--- src/rtl/pipelined_channel_mux_if.sv ---
// ---------------------------------------------------------------------------
// pipelined_channel_mux_if
//   Bundle of the producer-side and consumer-side signals of
//   pipelined_channel_mux. Clock and reset are plain module ports.
//
//   mode         0 = ADDRESSED, 1 = ROUND_ROBIN
//   address      channel select used in ADDRESSED mode
//   in_data      channel k occupies bits [k*WIDTH +: WIDTH]
//   in_valid     per-channel valid
//   in_ready     per-channel ready (one-hot or zero)
//   out_data     registered selected word
//   out_channel  registered index of the channel that supplied out_data
//   out_valid    out_data/out_channel hold a word
//   out_ready    consumer accepts the word when out_valid && out_ready
//
//   modport slave  : the mux itself
//   modport master : whatever drives the mux (producers + consumer)
// ---------------------------------------------------------------------------
interface pipelined_channel_mux_if #(
    parameter int WIDTH    = 8,
    parameter int CHANNELS = 4,
    parameter int SEL_W    = $clog2(CHANNELS)
);
    logic                      mode;
    logic [SEL_W-1:0]          address;
    logic [CHANNELS*WIDTH-1:0] in_data;
    logic [CHANNELS-1:0]       in_valid;
    logic [CHANNELS-1:0]       in_ready;
    logic [WIDTH-1:0]          out_data;
    logic [SEL_W-1:0]          out_channel;
    logic                      out_valid;
    logic                      out_ready;

    modport master (
        output mode, address, in_data, in_valid, out_ready,
        input  in_ready, out_data, out_channel, out_valid
    );

    modport slave (
        input  mode, address, in_data, in_valid, out_ready,
        output in_ready, out_data, out_channel, out_valid
    );
endinterface

--- src/rtl/pipelined_channel_mux.sv ---
// ---------------------------------------------------------------------------
// pipelined_channel_mux
//   Registered CHANNELS:1 multiplexer with valid/ready flow control. The
//   winning channel is picked either by an external address (ADDRESSED) or by
//   a fair round-robin search starting after the last granted channel
//   (ROUND_ROBIN). One output register stage; input-to-output latency is one
//   cycle and a full register can drain and reload on the same edge.
//
//   clk    : single clock, all state on the rising edge
//   rst_n  : asynchronous assert, synchronous release, active low
//   bus    : pipelined_channel_mux_if.slave (see the interface for signals)
// ---------------------------------------------------------------------------
module pipelined_channel_mux #(
    parameter int WIDTH    = 8,
    parameter int CHANNELS = 4,
    parameter int SEL_W    = $clog2(CHANNELS)
) (
    input logic                    clk,
    input logic                    rst_n,
    pipelined_channel_mux_if.slave bus
);

    typedef enum logic {
        EMPTY = 1'b0,
        FULL  = 1'b1
    } state_e;

    state_e           state_q, state_d;
    logic [WIDTH-1:0] out_data_q, out_data_d;
    logic [SEL_W-1:0] out_channel_q, out_channel_d;
    logic [SEL_W-1:0] rr_ptr_q, rr_ptr_d;

    logic [SEL_W-1:0] cand;
    logic [SEL_W-1:0] rr_idx;
    logic             cand_vld;
    logic             load_en;
    logic             grant;

    // The register may accept a word when empty or when its word leaves
    // this cycle.
    assign load_en = (state_q == EMPTY) || bus.out_ready;

    // Candidate selection. ADDRESSED ignores in_valid entirely, so a producer
    // can see ready before it raises valid. ROUND_ROBIN looks at rr_ptr+1,
    // rr_ptr+2, ... and takes the first valid channel.
    // NOTE: every signal assigned in an always_comb gets a default before any
    // branch; a path that leaves one unassigned would infer a latch.
    always_comb begin : candidate_select
        cand_vld = 1'b0;
        cand     = '0;
        rr_idx   = '0;
        if (!bus.mode) begin
            if (int'(bus.address) < CHANNELS) begin
                cand_vld = 1'b1;
                cand     = bus.address;
            end
        end else begin
            for (int i = 1; i <= CHANNELS; i++) begin
                rr_idx = SEL_W'((int'(rr_ptr_q) + i) % CHANNELS);
                if (!cand_vld && bus.in_valid[rr_idx]) begin
                    cand_vld = 1'b1;
                    cand     = rr_idx;
                end
            end
        end
    end

    // Ready is held low during reset so no producer believes a word was taken.
    assign bus.in_ready = (rst_n && cand_vld && load_en) ? (CHANNELS'(1) << cand) : '0;
    assign grant        = |(bus.in_ready & bus.in_valid);

    always_comb begin : next_state
        state_d       = state_q;
        out_data_d    = out_data_q;
        out_channel_d = out_channel_q;
        rr_ptr_d      = rr_ptr_q;
        if (grant) begin
            state_d       = FULL;
            out_data_d    = bus.in_data[int'(cand)*WIDTH +: WIDTH];
            out_channel_d = cand;
            if (bus.mode) begin
                rr_ptr_d = cand;
            end
        end else if (bus.out_ready) begin
            state_d = EMPTY;
        end
    end

    // NOTE: sequential state is written with non-blocking assignments only, so
    // every register samples the pre-edge value of every other register.
    // NOTE: all state, including the data register, is reset; out_data must
    // read zero while in reset, and rr_ptr starts at CHANNELS-1 so channel 0
    // has first priority.
    always_ff @(posedge clk or negedge rst_n) begin
        if (!rst_n) begin
            state_q       <= EMPTY;
            out_data_q    <= '0;
            out_channel_q <= '0;
            rr_ptr_q      <= SEL_W'(CHANNELS - 1);
        end else begin
            state_q       <= state_d;
            out_data_q    <= out_data_d;
            out_channel_q <= out_channel_d;
            rr_ptr_q      <= rr_ptr_d;
        end
    end

    assign bus.out_valid   = (state_q == FULL);
    assign bus.out_data    = out_data_q;
    assign bus.out_channel = out_channel_q;

endmodule

--- src/flat_wrapper.sv ---
// flat-port wrapper written by rule: the top's interface ports become plain ports
module pipelined_channel_mux_flat 
#(
    parameter int WIDTH    = 8,
    parameter int CHANNELS = 4,
    parameter int SEL_W    = $clog2(CHANNELS)
)
  (clk, rst_n, bus_mode, bus_address, bus_in_data, bus_in_valid, bus_out_ready, bus_in_ready, bus_out_data, bus_out_channel, bus_out_valid);
  pipelined_channel_mux_if #(.WIDTH(WIDTH), .CHANNELS(CHANNELS), .SEL_W(SEL_W)) bus_i ();
  input logic clk;
  input logic rst_n;
  input wire logic [$bits(bus_i.mode)-1:0] bus_mode;
  input wire logic [$bits(bus_i.address)-1:0] bus_address;
  input wire logic [$bits(bus_i.in_data)-1:0] bus_in_data;
  input wire logic [$bits(bus_i.in_valid)-1:0] bus_in_valid;
  input wire logic [$bits(bus_i.out_ready)-1:0] bus_out_ready;
  output wire logic [$bits(bus_i.in_ready)-1:0] bus_in_ready;
  output wire logic [$bits(bus_i.out_data)-1:0] bus_out_data;
  output wire logic [$bits(bus_i.out_channel)-1:0] bus_out_channel;
  output wire logic [$bits(bus_i.out_valid)-1:0] bus_out_valid;
  assign bus_i.mode = bus_mode;
  assign bus_i.address = bus_address;
  assign bus_i.in_data = bus_in_data;
  assign bus_i.in_valid = bus_in_valid;
  assign bus_i.out_ready = bus_out_ready;
  assign bus_in_ready = bus_i.in_ready;
  assign bus_out_data = bus_i.out_data;
  assign bus_out_channel = bus_i.out_channel;
  assign bus_out_valid = bus_i.out_valid;
  pipelined_channel_mux #(.WIDTH(WIDTH), .CHANNELS(CHANNELS), .SEL_W(SEL_W)) u_core (.clk(clk), .rst_n(rst_n), .bus(bus_i));
endmodule
--- config.mk ---
export PLATFORM = sky130hd
export DESIGN_NAME = pipelined_channel_mux_flat
export DESIGN_NICKNAME = d
export VERILOG_FILES = /design/src/rtl/pipelined_channel_mux_if.sv /design/src/rtl/pipelined_channel_mux.sv /design/src/flat_wrapper.sv
export SDC_FILE = /design/constraint.sdc
export NUM_CORES = 1
export LEC_CHECK = 0
export ABC_AREA = 1
export CAP_MARGIN = 20
export CORE_UTILIZATION = 40
export DETAILED_ROUTE_END_ITERATION = 16
export GPL_TIMING_DRIVEN = 0
export PLACE_DENSITY = 0.79
export SLEW_MARGIN = 20
export SYNTH_ARGS = -nofsm -noshare
export SYNTH_HDL_FRONTEND = slang
export SYNTH_SLANG_ARGS = --single-unit
--- constraint.sdc ---
create_clock -name clk -period 2.9 [get_ports clk]
set_input_delay 0.435 -clock clk [delete_from_list [all_inputs] [get_ports clk]]
set_output_delay 0.435 -clock clk [all_outputs]
set_load 0.05 [all_outputs]
# Yosys cells after proc, flatten, opt, wreduce, memory -nomap -nowiden

Index checks and enable logic that the tools add are counted.

Word-level logic and storage cells: 52
Register bits: 13
Input port bits: 42
Output and inout bits: 15

Muxes and demuxes: 24
Reductions and logical operators: 12
Shift operators: 2
Magnitude comparators: 4
Bitwise gates (word level): 2
$add $sub $neg: 4

Operator list:

| operator                                                              | count |
|---|---|
| 32-bit by 6-bit variable part select with 8-bit output                | 1 |
| 1-bit 2-to-1 mux                                                      | 14 |
| 2-bit by 3-bit < comparator with 1-bit output (second input constant) | 4 |
| 2-bit 2-to-1 mux                                                      | 5 |
| 1-bit binary-select mux with 2-bit select                             | 4 |
| 1-bit logical AND                                                     | 5 |
| 2-bit by 1-bit adder with 2-bit output (second input constant)        | 2 |
| 2-bit adder (second input constant)                                   | 2 |
| 4-bit AND                                                             | 1 |
| 4-bit 2-to-1 mux                                                      | 1 |
| 4-bit OR reduction                                                    | 1 |
| 1-bit by 2-bit left shift with 4-bit output (first input constant)    | 1 |
| 1-bit logical NOT                                                     | 3 |
| 2-bit AND reduction                                                   | 1 |
| 2-bit nonzero test                                                    | 1 |
| 1-bit logical OR                                                      | 1 |
| 1-bit NOT                                                             | 1 |

# Logic depth before layout (Yosys ltp)

Depth after elaboration: 23
Gate-level depth with buffers: 18
Depth with buffers taken out: 17

# Worst setup path after synthesis

No wires, ideal clock.

Path type: flip-flop to output port
From: register u_core.rr_ptr_q[0]
To: output port bus_in_ready[2]
Stages on the path, launching flop included: 12
Arrival time: 2.476 ns
Required time: 2.465 ns
Path buffers: 1
Path slack: -0.011 ns
Path through: dfstp_2 -> buf_6 -> inv_6 -> nand2_1 -> nand2_1 -> nand2_1 -> nand2_2 -> nor2_4 -> nand2_2 -> nor2_2 -> o21bai_2 -> nor3_1

Longest elaborated chain between the ends: 20
Elaborated cells between the ends (all ways): 35
Those cells by class: 4 x add/sub; 1 x shift; 22 x mux; 8 x reduce/logical

RTL lines:

| item                                      | RTL line                     | source |
|---|---|---|
| start, declared                           | pipelined_channel_mux.sv:31  | `logic [SEL_W-1:0] rr_ptr_q, rr_ptr_d;` |
| start signal, assigned                    | pipelined_channel_mux.sv:99  | `rr_ptr_q <= SEL_W'(CHANNELS - 1);` |
| start signal, assigned                    | pipelined_channel_mux.sv:104 | `rr_ptr_q <= rr_ptr_d;` |
| 2-bit by 1-bit adder with 2-bit output    | pipelined_channel_mux.sv:59  | `rr_idx = SEL_W'((int'(rr_ptr_q) + i) % CHANNELS);` |
| 1-bit binary-select mux with 2-bit select | pipelined_channel_mux.sv:60  | `if (!cand_vld && bus.in_valid[rr_idx]) begin` |
| 1-bit 2-to-1 mux (implied by the code)    | pipelined_channel_mux.sv:60  |  |
| 1-bit 2-to-1 mux                          | pipelined_channel_mux.sv:60  |  |
| 1-bit 2-to-1 mux                          | pipelined_channel_mux.sv:52  | `if (!bus.mode) begin` |
| 1-bit logical NOT                         | pipelined_channel_mux.sv:60  |  |
| 1-bit logical AND                         | pipelined_channel_mux.sv:60  |  |
| 1-bit 2-to-1 mux                          | pipelined_channel_mux.sv:60  |  |
| [... 3 more ...]                          | n/a                          |  |
| 1-bit 2-to-1 mux                          | pipelined_channel_mux.sv:60  |  |
| 1-bit 2-to-1 mux                          | pipelined_channel_mux.sv:52  |  |
| 1-bit logical NOT                         | pipelined_channel_mux.sv:60  |  |
| 1-bit logical AND                         | pipelined_channel_mux.sv:60  |  |
| 1-bit 2-to-1 mux                          | pipelined_channel_mux.sv:60  |  |
| 1-bit 2-to-1 mux                          | pipelined_channel_mux.sv:52  |  |
| 1-bit logical AND (2 in series)           | pipelined_channel_mux.sv:69  | `assign bus.in_ready = (rst_n && cand_vld && load_en) ? (CHANNELS'(1) << cand) : '0;` |
| 4-bit 2-to-1 mux *                        | pipelined_channel_mux.sv:69  |  |
| end, declared                             | flat_wrapper.sv:17           | `output wire logic [$bits(bus_i.in_ready)-1:0] bus_in_ready;` |

Mark *: on every way between the ends. The rest lies on a longest branch, timed or not. The select of a mux whose other input is x is not followed.

# Worst setup path after layout

From: register u_core.rr_ptr_q[0]
To: output port bus_in_ready[3]

Same word-level chain as after synthesis.

==> summary.txt <==
Clock tree
  – Number of buffers inserted by post-CTS setup repair: 0
  – Deepest level of the CTS H-tree: 1
  – Clock tree buffer depth: 2
  – Clk pin slew, worst setup/hold paths: 0.08 ns
  – CTS sink count: 13
  – Cts bufs inserted: 3
  – Root Buffer: clkbuf_4
  – Clock tree from TritonCTS: yes
  – Later-pin clock latency in the skew report: 0.28 ns

STA
  – Final setup fails: 0
  – Post-route worst setup slack: 0.197 ns
  – Hold violation count in the final report: 0
  – Ratio of final minimum period to clock period: 93.2%
  – Unrepaired setup endpoints after global routing: false
  – Maximum clock frequency: 370 MHz
  – Clock skew after layout: 0.00307 ns
  – Final critical delay including setup and external delays: 2.70 ns
  – Worst rel slew slack: 59.9%
  – Hold WS: 0.431 ns
  – Max-slew violation count: 0
  – Slew at the pin closest to its max-slew limit: 0.599 ns

Worst setup path
  – Data arrival time of the critical path: 2.27 ns
  – FF-to-FF setup slack: 0.49 ns
  – Path type of the worst setup path: register to primary output
  – Critical Path Sink Type: primary output
  – Data required time at the worst endpoint: 2.47 ns
  – Maximum fanout count along the critical path: 10
  – Setup crit start kind: register

Layout
  – Fraction of layout cells with a size suffix above 1: 20.7%
  – Number of diodes: 0
  – Number of non-filler instances in the completed layout: 273
  – Area added between synthesis and finish: 52.4%
  – Layout net count: 285

Die
  – Number of primary I/O pins: 57
  – Width of the die: 56.0 µm
  – Initial Util: 42.3%
  – Vert. Die Dim: 56.0 µm
  – Area of the core: 2760 µm²
  – Std-Cell Rows: 19
  – Floorplan die area: 3140 µm²

Power
  – Cell leakage power: 0.841 nW
  – Power density cells: 1030 nW/µm²
  – Switching power: 0.00104 W
  – Sequential Power Share: 18.6%
  – Clock share of power: 6.1%
  – Peak ir drop on the vdd network: 0.797 mV
  – Proportion of total power due to net switching: 56.5%
  – Int Pwr: 0.000799 W
  – Gate power share: 75.3%

Logic synthesis
  – Most frequent cell after synthesis: nand2_1
  – Share of cell area taken by muxes after synthesis: 0%
  – Post-synthesis instance area: 1170 µm²
  – Top FF cell, synth: dfrtp_1
  – Commonest cells in the netlist: 83 x nand2_1, 21 x nand2_2, 16 x nand4_1
  – Dominant cell type by area after synthesis: nand2_1
  – Avg Inst Size Synth: 6.38 µm²
  – Synth Warn #: 0
  – Count of state elements after synthesis: 13
  – Area share of and/or/nand/nor cells after synthesis: 61.4%
  – Number of library cell types mapped by synthesis: 23
  – Fraction of synthesized cell area taken by the top area cell type: 26.7%
  – Net Count, Synth: 225
  – Instance count of the mapped netlist: 183
  – EDFF count, synth: 0
  – Biggest area contributors in the synthesized netlist: nand2_1 27%, dfrtp_1 24%, nand2_2 11%
  – Fraction of registers with async set/reset: 100%
  – Parity-gate share of the synthesized area counting xor and xnor cells: 0%
  – Fraction of the yosys area taken by sequential cells: 28.1%
  – Largest family of logic cells by synthesized area: simple AND/OR/NAND/NOR gates
  – Share of the synthesized area in compound gates (AO/OA/AOI/OAI): 3.64%
  – Post-Synth Adder-Cell Area: 0%

Global routing
  – Number of antenna violations at the first check in global routing: 0
  – Maximum number of pins on one net before global-route repair: 15
  – Residual overflow from global routing: 0
  – Overall Global Routing Usage: 20.9%
  – Number of global-route vias before repair: 1,200
  – Global-route wire length before repair: 5.24 mm

Place
  – Final HPWL from detailed placement: 2.43 mm
  – Inst Count DP: 269
  – Number of I/O port buffers: 55
  – Pre-CTS setup slack: -0.311 ns
  – Last weighted congestion value of the routability-driven placer: 0.815

Route
  – WL final: 3.01 mm
  – Total iterations of the first detailed-routing run: 4
  – Count of nets left with antenna violations after detail routing: 0
  – Vias: 1,323
  – Routed vias/inst: 4.85
  – Number of remaining DRC errors: 0
  – Initial drt markers: 44
  – Avg WL per Cell: 11.0 µm

Worst hold path
  – Class of the tightest hold or removal check: primary input to register

Outcome
  – Outcome: finished clean

Run
  – Max Cap Violations: 0
==> power by group through the flow <==
stage,combinational [W],clock (W),sequential [W]
after floorplan,0.000767,0,0.000580
after global placement,0.00138,0,0.000342
after detailed placement,0.00140,0,0.000341
after CTS,0.00139,0.000113,0.000342
after global routing,0.00152,0.000127,0.000354
final,0.00138,0.000113,0.000341
==> state kept, by name, indices dropped and copies added (netlist names) <==
signal	flops
u_core.bus.out_data	8
u_core.bus.out_valid	1
u_core.rr_ptr_q	2
u_core.bus.out_channel	2
==> kinds of logic after synthesis <==
logic type	after synthesis
AOI/OAI and AO/OA	6
DFF	13
buffers and inverters	15
and+or+nand+nor	149
==> timing repair <==
action,in CTS,in global routing
hold buffers,0,0
endpoints found under the setup margin,4,4
gates cloned,0,0
resized for setup,16,15
==> layout make-up <==
cell class / instances / area, µm²
clock inverters: 1 / 5.00
fillers: 263 / 978
plain buffers: 3 / 30.0
repair buffers: 55 / 541
multi-input cells: 155 / 764
well taps: 31 / 38.8
flip-flops and latches: 13 / 328
inverters: 12 / 50.0
clock buffers: 3 / 22.5
==> per-stage QoR <==
stage | utilization [%] | total power (W) | TNS [ns] | instance area (µm²)
final | 64.5 | 0.00184 | 0 | 1780
after global routing | 64.5 | 0.00200 | 0 | 1780
after CTS | 64.9 | 0.00185 | 0 | 1790
after detailed placement | 63.7 | 0.00174 | -1.14 | 1760
after global placement | 63.7 | 0.00172 | -1.17 | 1760
after floorplan | - | 0.00135 | -0.0226 | 1170
==> metal layers <==
metal / GRT usage (%) / part of all wire, %
met5: 0 / 0
met3: 3.26 / 5.0
met1: 29.2 / 49
met4: 5.23 / 1.1
met2: 33.8 / 45
==> cells in the final DEF, fill, tap and decap left out <==
cell / count
a21oi_1: 1
buf_4: 3
buf_6: 2
clkbuf_4: 5
clkdlybuf4s50_1: 51
clkinv_2: 1
dfrtp_1: 11
dfstp_2: 2
inv_1: 7
inv_2: 4
inv_6: 1
nand2_1: 83
nand2_2: 21
nand2_4: 2
nand3_1: 9
nand3b_1: 1
nand4_1: 16
nor2_1: 7
nor2_2: 2
nor2_4: 3
nor3_1: 3
nor3_2: 1
o21a_1: 1
o21ai_0: 2
o21ai_2: 1
o21bai_2: 1
or2_2: 1
==> final timing paths <==
path / start / endpoint / cells after the start
setup / recovery: u_core.rr_ptr_q[0]$_DFFE_PN1P_ / bus_in_ready[3] / 12
hold / removal: bus_mode / u_core.rr_ptr_q[1]$_DFFE_PN1P_ / 3
setup reg to reg: u_core.rr_ptr_q[0]$_DFFE_PN1P_ / u_core.bus.out_data[3]$_DFFE_PN0P_ / 16
hold reg to reg: u_core.bus.out_data[0]$_DFFE_PN0P_ / u_core.bus.out_data[0]$_DFFE_PN0P_ / 2
max in group asynchronous: rst_n / u_core.bus.out_channel[0]$_DFFE_PN0P_ / 1
min in group asynchronous: rst_n / u_core.bus.out_data[4]$_DFFE_PN0P_ / 1
==> worst max-delay path, stage by stage, from the launching register on <==
cell and delay (ns):
dfstp_2 0.54, buf_6 0.14, inv_6 0.06, nand2_1 0.07
nand2_1 0.08, nand2_1 0.09, nand2_2 0.08, nor2_4 0.13
nand2_2 0.07, nor2_2 0.11, o21bai_2 0.13, nor3_1 0.21
clkbuf_4 0.26
No activity file was read; power rests on OpenSTA's default activity.
